[src/rtl/chip_clock_sequencer.sv]
// Chip clock/reset generator for the debug harness.
// Steps, free-runs or reset-clocks the target chip from clk100.
module chip_clock_sequencer #(
    parameter int HALF_PERIOD = 4,
    parameter int CNT_W       = 16,
    parameter int IO_W        = 12
) (
    input  logic             clk100,
    input  logic             reset_n,
    input  logic             cmd_valid,
    output logic             cmd_ready,
    input  logic [1:0]       cmd_op,
    input  logic [CNT_W-1:0] cmd_count,
    input  logic [IO_W-1:0]  chip_outputs,
    output logic             chip_clock,
    output logic             chip_reset,
    output logic             busy,
    output logic             done,
    output logic             sample_valid,
    output logic [IO_W-1:0]  sample_data
);

    localparam int PH_W = (HALF_PERIOD > 1) ? $clog2(HALF_PERIOD) : 1;
    localparam logic [PH_W-1:0] PH_LAST = PH_W'(HALF_PERIOD - 1);

    localparam logic [1:0] OP_HALT  = 2'd0;
    localparam logic [1:0] OP_STEP  = 2'd1;
    localparam logic [1:0] OP_RUN   = 2'd2;
    localparam logic [1:0] OP_RESET = 2'd3;

    typedef enum logic [1:0] {
        S_IDLE,
        S_STEP,
        S_RUN,
        S_RESET
    } state_t;

    state_t           state;
    logic [PH_W-1:0]  phase;
    logic [CNT_W-1:0] remaining;
    logic             halt_pend;

    logic accept;
    logic running;
    logic ph_end;
    logic halt_cmd;
    logic stop_low;
    logic rise;
    logic fall;
    logic last;
    logic cnt_zero;

    assign cmd_ready = (state == S_IDLE) || (state == S_RUN);
    assign busy      = (state != S_IDLE);
    assign accept    = cmd_valid && cmd_ready;
    assign running   = (state != S_IDLE);
    assign ph_end    = (phase == PH_LAST);
    assign halt_cmd  = accept && (cmd_op == OP_HALT);
    // A HALT during the low phase wins over a coincident rising edge.
    assign stop_low  = (state == S_RUN) && halt_cmd && !chip_clock;
    assign rise      = running && ph_end && !chip_clock && !stop_low;
    assign fall      = running && ph_end && chip_clock;
    assign last      = (remaining == CNT_W'(1));
    assign cnt_zero  = (cmd_count == '0);

    always_ff @(posedge clk100 or negedge reset_n) begin
        if (!reset_n) begin
            state        <= S_IDLE;
            phase        <= '0;
            remaining    <= '0;
            halt_pend    <= 1'b0;
            chip_clock   <= 1'b0;
            chip_reset   <= 1'b1;
            done         <= 1'b0;
            sample_valid <= 1'b0;
            sample_data  <= '0;
        end else begin
            done         <= 1'b0;
            sample_valid <= 1'b0;

            if (running) begin
                phase <= ph_end ? '0 : phase + 1'b1;
            end

            if (rise) begin
                chip_clock   <= 1'b1;
                sample_data  <= chip_outputs;
                sample_valid <= 1'b1;
            end

            if (fall) begin
                chip_clock <= 1'b0;
                if (state != S_RUN) begin
                    remaining <= remaining - 1'b1;
                end
            end

            unique case (state)
                S_IDLE: begin
                    if (accept) begin
                        unique case (cmd_op)
                            OP_HALT: done <= 1'b1;
                            OP_STEP: begin
                                if (cnt_zero) begin
                                    done <= 1'b1;
                                end else begin
                                    state     <= S_STEP;
                                    remaining <= cmd_count;
                                end
                            end
                            OP_RUN: begin
                                state     <= S_RUN;
                                halt_pend <= 1'b0;
                            end
                            OP_RESET: begin
                                state      <= S_RESET;
                                chip_reset <= 1'b1;
                                remaining  <= cnt_zero ? CNT_W'(1)
                                                       : cmd_count;
                            end
                        endcase
                    end
                end
                S_STEP: begin
                    if (fall && last) begin
                        state <= S_IDLE;
                        done  <= 1'b1;
                    end
                end
                S_RESET: begin
                    if (fall && last) begin
                        state      <= S_IDLE;
                        done       <= 1'b1;
                        chip_reset <= 1'b0;
                    end
                end
                S_RUN: begin
                    if (stop_low) begin
                        state     <= S_IDLE;
                        phase     <= '0;
                        halt_pend <= 1'b0;
                        done      <= 1'b1;
                    end else if (fall && (halt_pend || halt_cmd)) begin
                        state     <= S_IDLE;
                        halt_pend <= 1'b0;
                        done      <= 1'b1;
                    end else if (halt_cmd) begin
                        halt_pend <= 1'b1;
                    end
                end
            endcase
        end
    end

endmodule
[config.mk]
export PLATFORM = sky130hd
export DESIGN_NAME = chip_clock_sequencer
export DESIGN_NICKNAME = d
export VERILOG_FILES = /design/src/rtl/chip_clock_sequencer.sv
export SDC_FILE = /design/constraint.sdc
export NUM_CORES = 1
export LEC_CHECK = 0
export CORE_UTILIZATION = 50
export DETAILED_ROUTE_END_ITERATION = 12
export PLACE_DENSITY = 0.8
export SLEW_MARGIN = 20
export SYNTH_ARGS = -nofsm -noshare
export SYNTH_HDL_FRONTEND = slang
export SYNTH_SLANG_ARGS = --single-unit
[constraint.sdc]
create_clock -name clk100 -period 3.7 [get_ports clk100]
set_input_delay 1.11 -clock clk100 [delete_from_list [all_inputs] [get_ports clk100]]
set_output_delay 1.11 -clock clk100 [all_outputs]
set_load 0.03 [all_outputs]
==> impl_results.md <==
* Status: complete, no violations
* Tightest Pin Transition at 1010 ps
* Vias in the first global route at 1577
* # clock sinks at 37
* Final wirelength at 4400 um
* CTS tree: yes
* Synth Instances at 178
* Hold_sp: chip_reset$_DFFE_PN1P_
* Clock Root Buffer: clkbuf_8
* Worst relative slew slack at 0.322
* Clock skew at 5.54 ps
* Fill count at 276
* Port-buffer cells at 50
* Worst EP required at 3870 ps
* Drt first pass iters at 4
* CTS H-tree depth at 2
* Drt initial violations at 138
* Hold path endpoint: chip_reset$_DFFE_PN1P_
* Top-count cell post-synth: dfrtp_1
* Area leader, netlist: dfrtp_1
* Final net count at 267
* Routing usage on met3 at 0.0839
* Die ar. at 0.00409 sq mm
* Yosys Warn Count at 0
* Max Cap Violations at 0
* Syn avg cell area at 10.8 sq um
* Core ar. at 0.00366 sq mm
* CP arrival at 3110 ps
* Gr ovfl total at 0
* Cell area after synthesis at 0.00192 sq mm
* Chip width at 64.0 um
* Endpoint type of the worst setup path: flip-flop
* Sequential Power Share at 0.481
* Routed Antenna Nets at 0
* Met1 GRT Util at 0.292
* Setup crit start kind: input port
* Pwr Total at 0.863 mW
* Gpl congestion at 0.865
* Starting Density at 0.524
* Hold Path Cell Cnt at 2
* Area contributors post-synth: dfrtp_1 (47%), mux2_2 (7.0%), xor2_1 (5.9%), o2bb2ai_1 (4.6%), nand4_1 (2.6%)
* DRC at 0
* Post-CTS setup buffers at 0
* Setup CP Type: in -> reg
* Layout area overhead at 35.2%
* PwrDens at 333 mW/mm^2
* Synth Register Bits at 37
* Critical R2R Capture: sample_data[1]$_DFFE_PN0P_
* Vias at 1629
* Top-area cell type share of the netlist area at 0.469
* Setup-failing EPs final at 0
* Busiest grt layer: met2
* Area of placed instances at 0.00247 sq mm
* I/O pin cnt at 51
* Final critical-path required period at 2930 ps
* Die height at 64.0 um
* Post-synth top cells: dfrtp_1 (36), xor2_1 (13), mux2_2 (12), nand2_1 (11)
* Clock Pin Slew Worst Setup and Hold Paths at 70 ps
* Row cnt at 22
* Mapped Nets at 214
* Total CTS buffers at 5
* Switching Share at 0.213
* DR vias/cell at 5.82
* Clock power share at 0.420
* Post_cts resized at 0
* GRT Util Overall at 0.228
* Cell Int Power at 0.679 mW
* FF-to-FF setup slack at 1390 ps
* Met2 Usage GRT at 0.342
* Synth async-reset ratio at 1.00
* Leak at 0.948 nW
* Synth cell types at 45
* Final Hold Violating Endpoints at 0
* Clk_lat worst skew at 290 ps
* Wire length per cell at 15.7 um
* Initial antenna violation count at 0
* CTS Hold Buffers Added at 0
* Post-route cell area at 0.00259 sq mm
* FF-to-FF Start: phase[0]$_DFF_PN0_
* Ys flop type: dfrtp_1
* Combinational share of power at 0.099
* Unrepaired setup endpoints after global routing: false
* Post-synthesis sequential area ratio at 0.483
* Longest Clk Path Bufs at 2
* Switching pwr at 0.184 mW
* Max FO, Critical Path at 14
* Post-DP HPWL at 3280 um
* Setup TNS at 0 ps
* Fmax at 341 MHz
* ANT cells at 0
* VDD IR max at 0.223 mV
* R2r worst-path depth at 4
* Period Utilization, post-route at 0.793
* Largest net degree at the start of global routing at 38
* EDFF count, synth at 0
* Slew Viols, Final at 0
* Fraction of layout cells with a size suffix above 1 at 0.125
* First-pass GRT wire length at 7100 um
* Worst Hold Class: reg -> reg
==> per-layer routing <==
layer / vias up / wire (um)
li1: 782 / -
met1: 760 / 1890
met2: 78 / 2040
met3: 9 / 406
met4: 0 / 65
met5: - / 0
==> worst max-delay path by stage <==
| stage | from | to |
|---|---|---|
| after floorplan | cmd_valid | sample_data[10]$_DFFE_PN0P_ |
| after detailed placement | cmd_count[11] | remaining[15]$_DFF_PN0_ |
| after global placement | cmd_valid | sample_data[4]$_DFFE_PN0P_ |
| final | cmd_op[1] | sample_data[1]$_DFFE_PN0P_ |
| after CTS | cmd_count[11] | remaining[14]$_DFF_PN0_ |
| after global routing | cmd_valid | sample_data[1]$_DFFE_PN0P_ |
==> area by class of cell <==
type,count,area [sq um],share of cell area
sequential,37,927,0.357
clock buffer,6,82.6,0.0318
inverter,6,22.5,0.00868
timing repair buffer,52,515,0.199
multi-input combinational,129,950,0.366
tap,48,60.1,0.0231
clock inverter,2,37.5,0.0145
==> power by group through the flow <==
stage               clock, mW  combinational (mW)  sequential (mW)
floorplan                   0             0.00938            0.436
global placement            0              0.0840            0.422
detailed placement          0              0.0857            0.423
CTS                     0.370              0.0862            0.415
global route            0.388              0.0909            0.416
finish                  0.362              0.0855            0.415
==> kinds of logic (layout without fill, tap and decap cells) <==
logic type | Yosys count | after routing | share of synthesized area
compound gates | 38 | 38 | 0.149
xor+xnor | 14 | 14 | 0.0639
fa+ha+maj | 3 | 3 | 0.0196
buf+inv | 12 | 66 | 0.0267
flops | 37 | 37 | 0.483
mux | 13 | 13 | 0.0756
simple gates | 61 | 61 | 0.182
==> placed cells by master, fill, tap and decap left out, drive strengths merged, types with 2 or more instances in the layout <==
| master | count |
|---|---|
| clkdlybuf4s50 | 50 |
| dfrtp | 36 |
| xor2 | 13 |
| mux2 | 12 |
| nand2 | 11 |
| nor2 | 10 |
| o2bb2ai | 10 |
| o21ai | 10 |
| nor4 | 8 |
| nand4 | 8 |
| inv | 6 |
| clkbuf | 6 |
| nand3 | 5 |
| nor3 | 3 |
| ha | 3 |
| a21o | 2 |
| or3 | 2 |
| nor2b | 2 |
| o31ai | 2 |
| a22oi | 2 |
| nand2b | 2 |
| or4 | 2 |
| buf | 2 |
| a21oi | 2 |
| a211oi | 2 |
==> flip-flops by register name (all words and copies together), names as in the netlist <==
register / flops
state: 2
halt_pend: 1
phase: 2
chip_clock: 1
sample_valid: 1
sample_data: 12
remaining: 16
done: 1
chip_reset: 1
==> worst max-delay path: stages <==
cell and delay (ps):
clkdlybuf4s50_1 570, nor4b_1 120, a211oi_2 880, mux2_2 420
==> per-stage QoR <==
| stage | instances | worst slack, ps | util | hold WS [ps] |
|---|---|---|---|---|
| after global routing | 280 | 650 | 0.709 | 523 |
| after CTS | 280 | 739 | 0.708 | 493 |
| after global placement | 272 | 524 | 0.675 | 462 |
| final | 280 | 765 | 0.709 | 491 |
| after floorplan | 178 | 1240 | - | 467 |
| after detailed placement | 272 | 407 | 0.675 | 484 |
(Power assumes the default switching activity.)
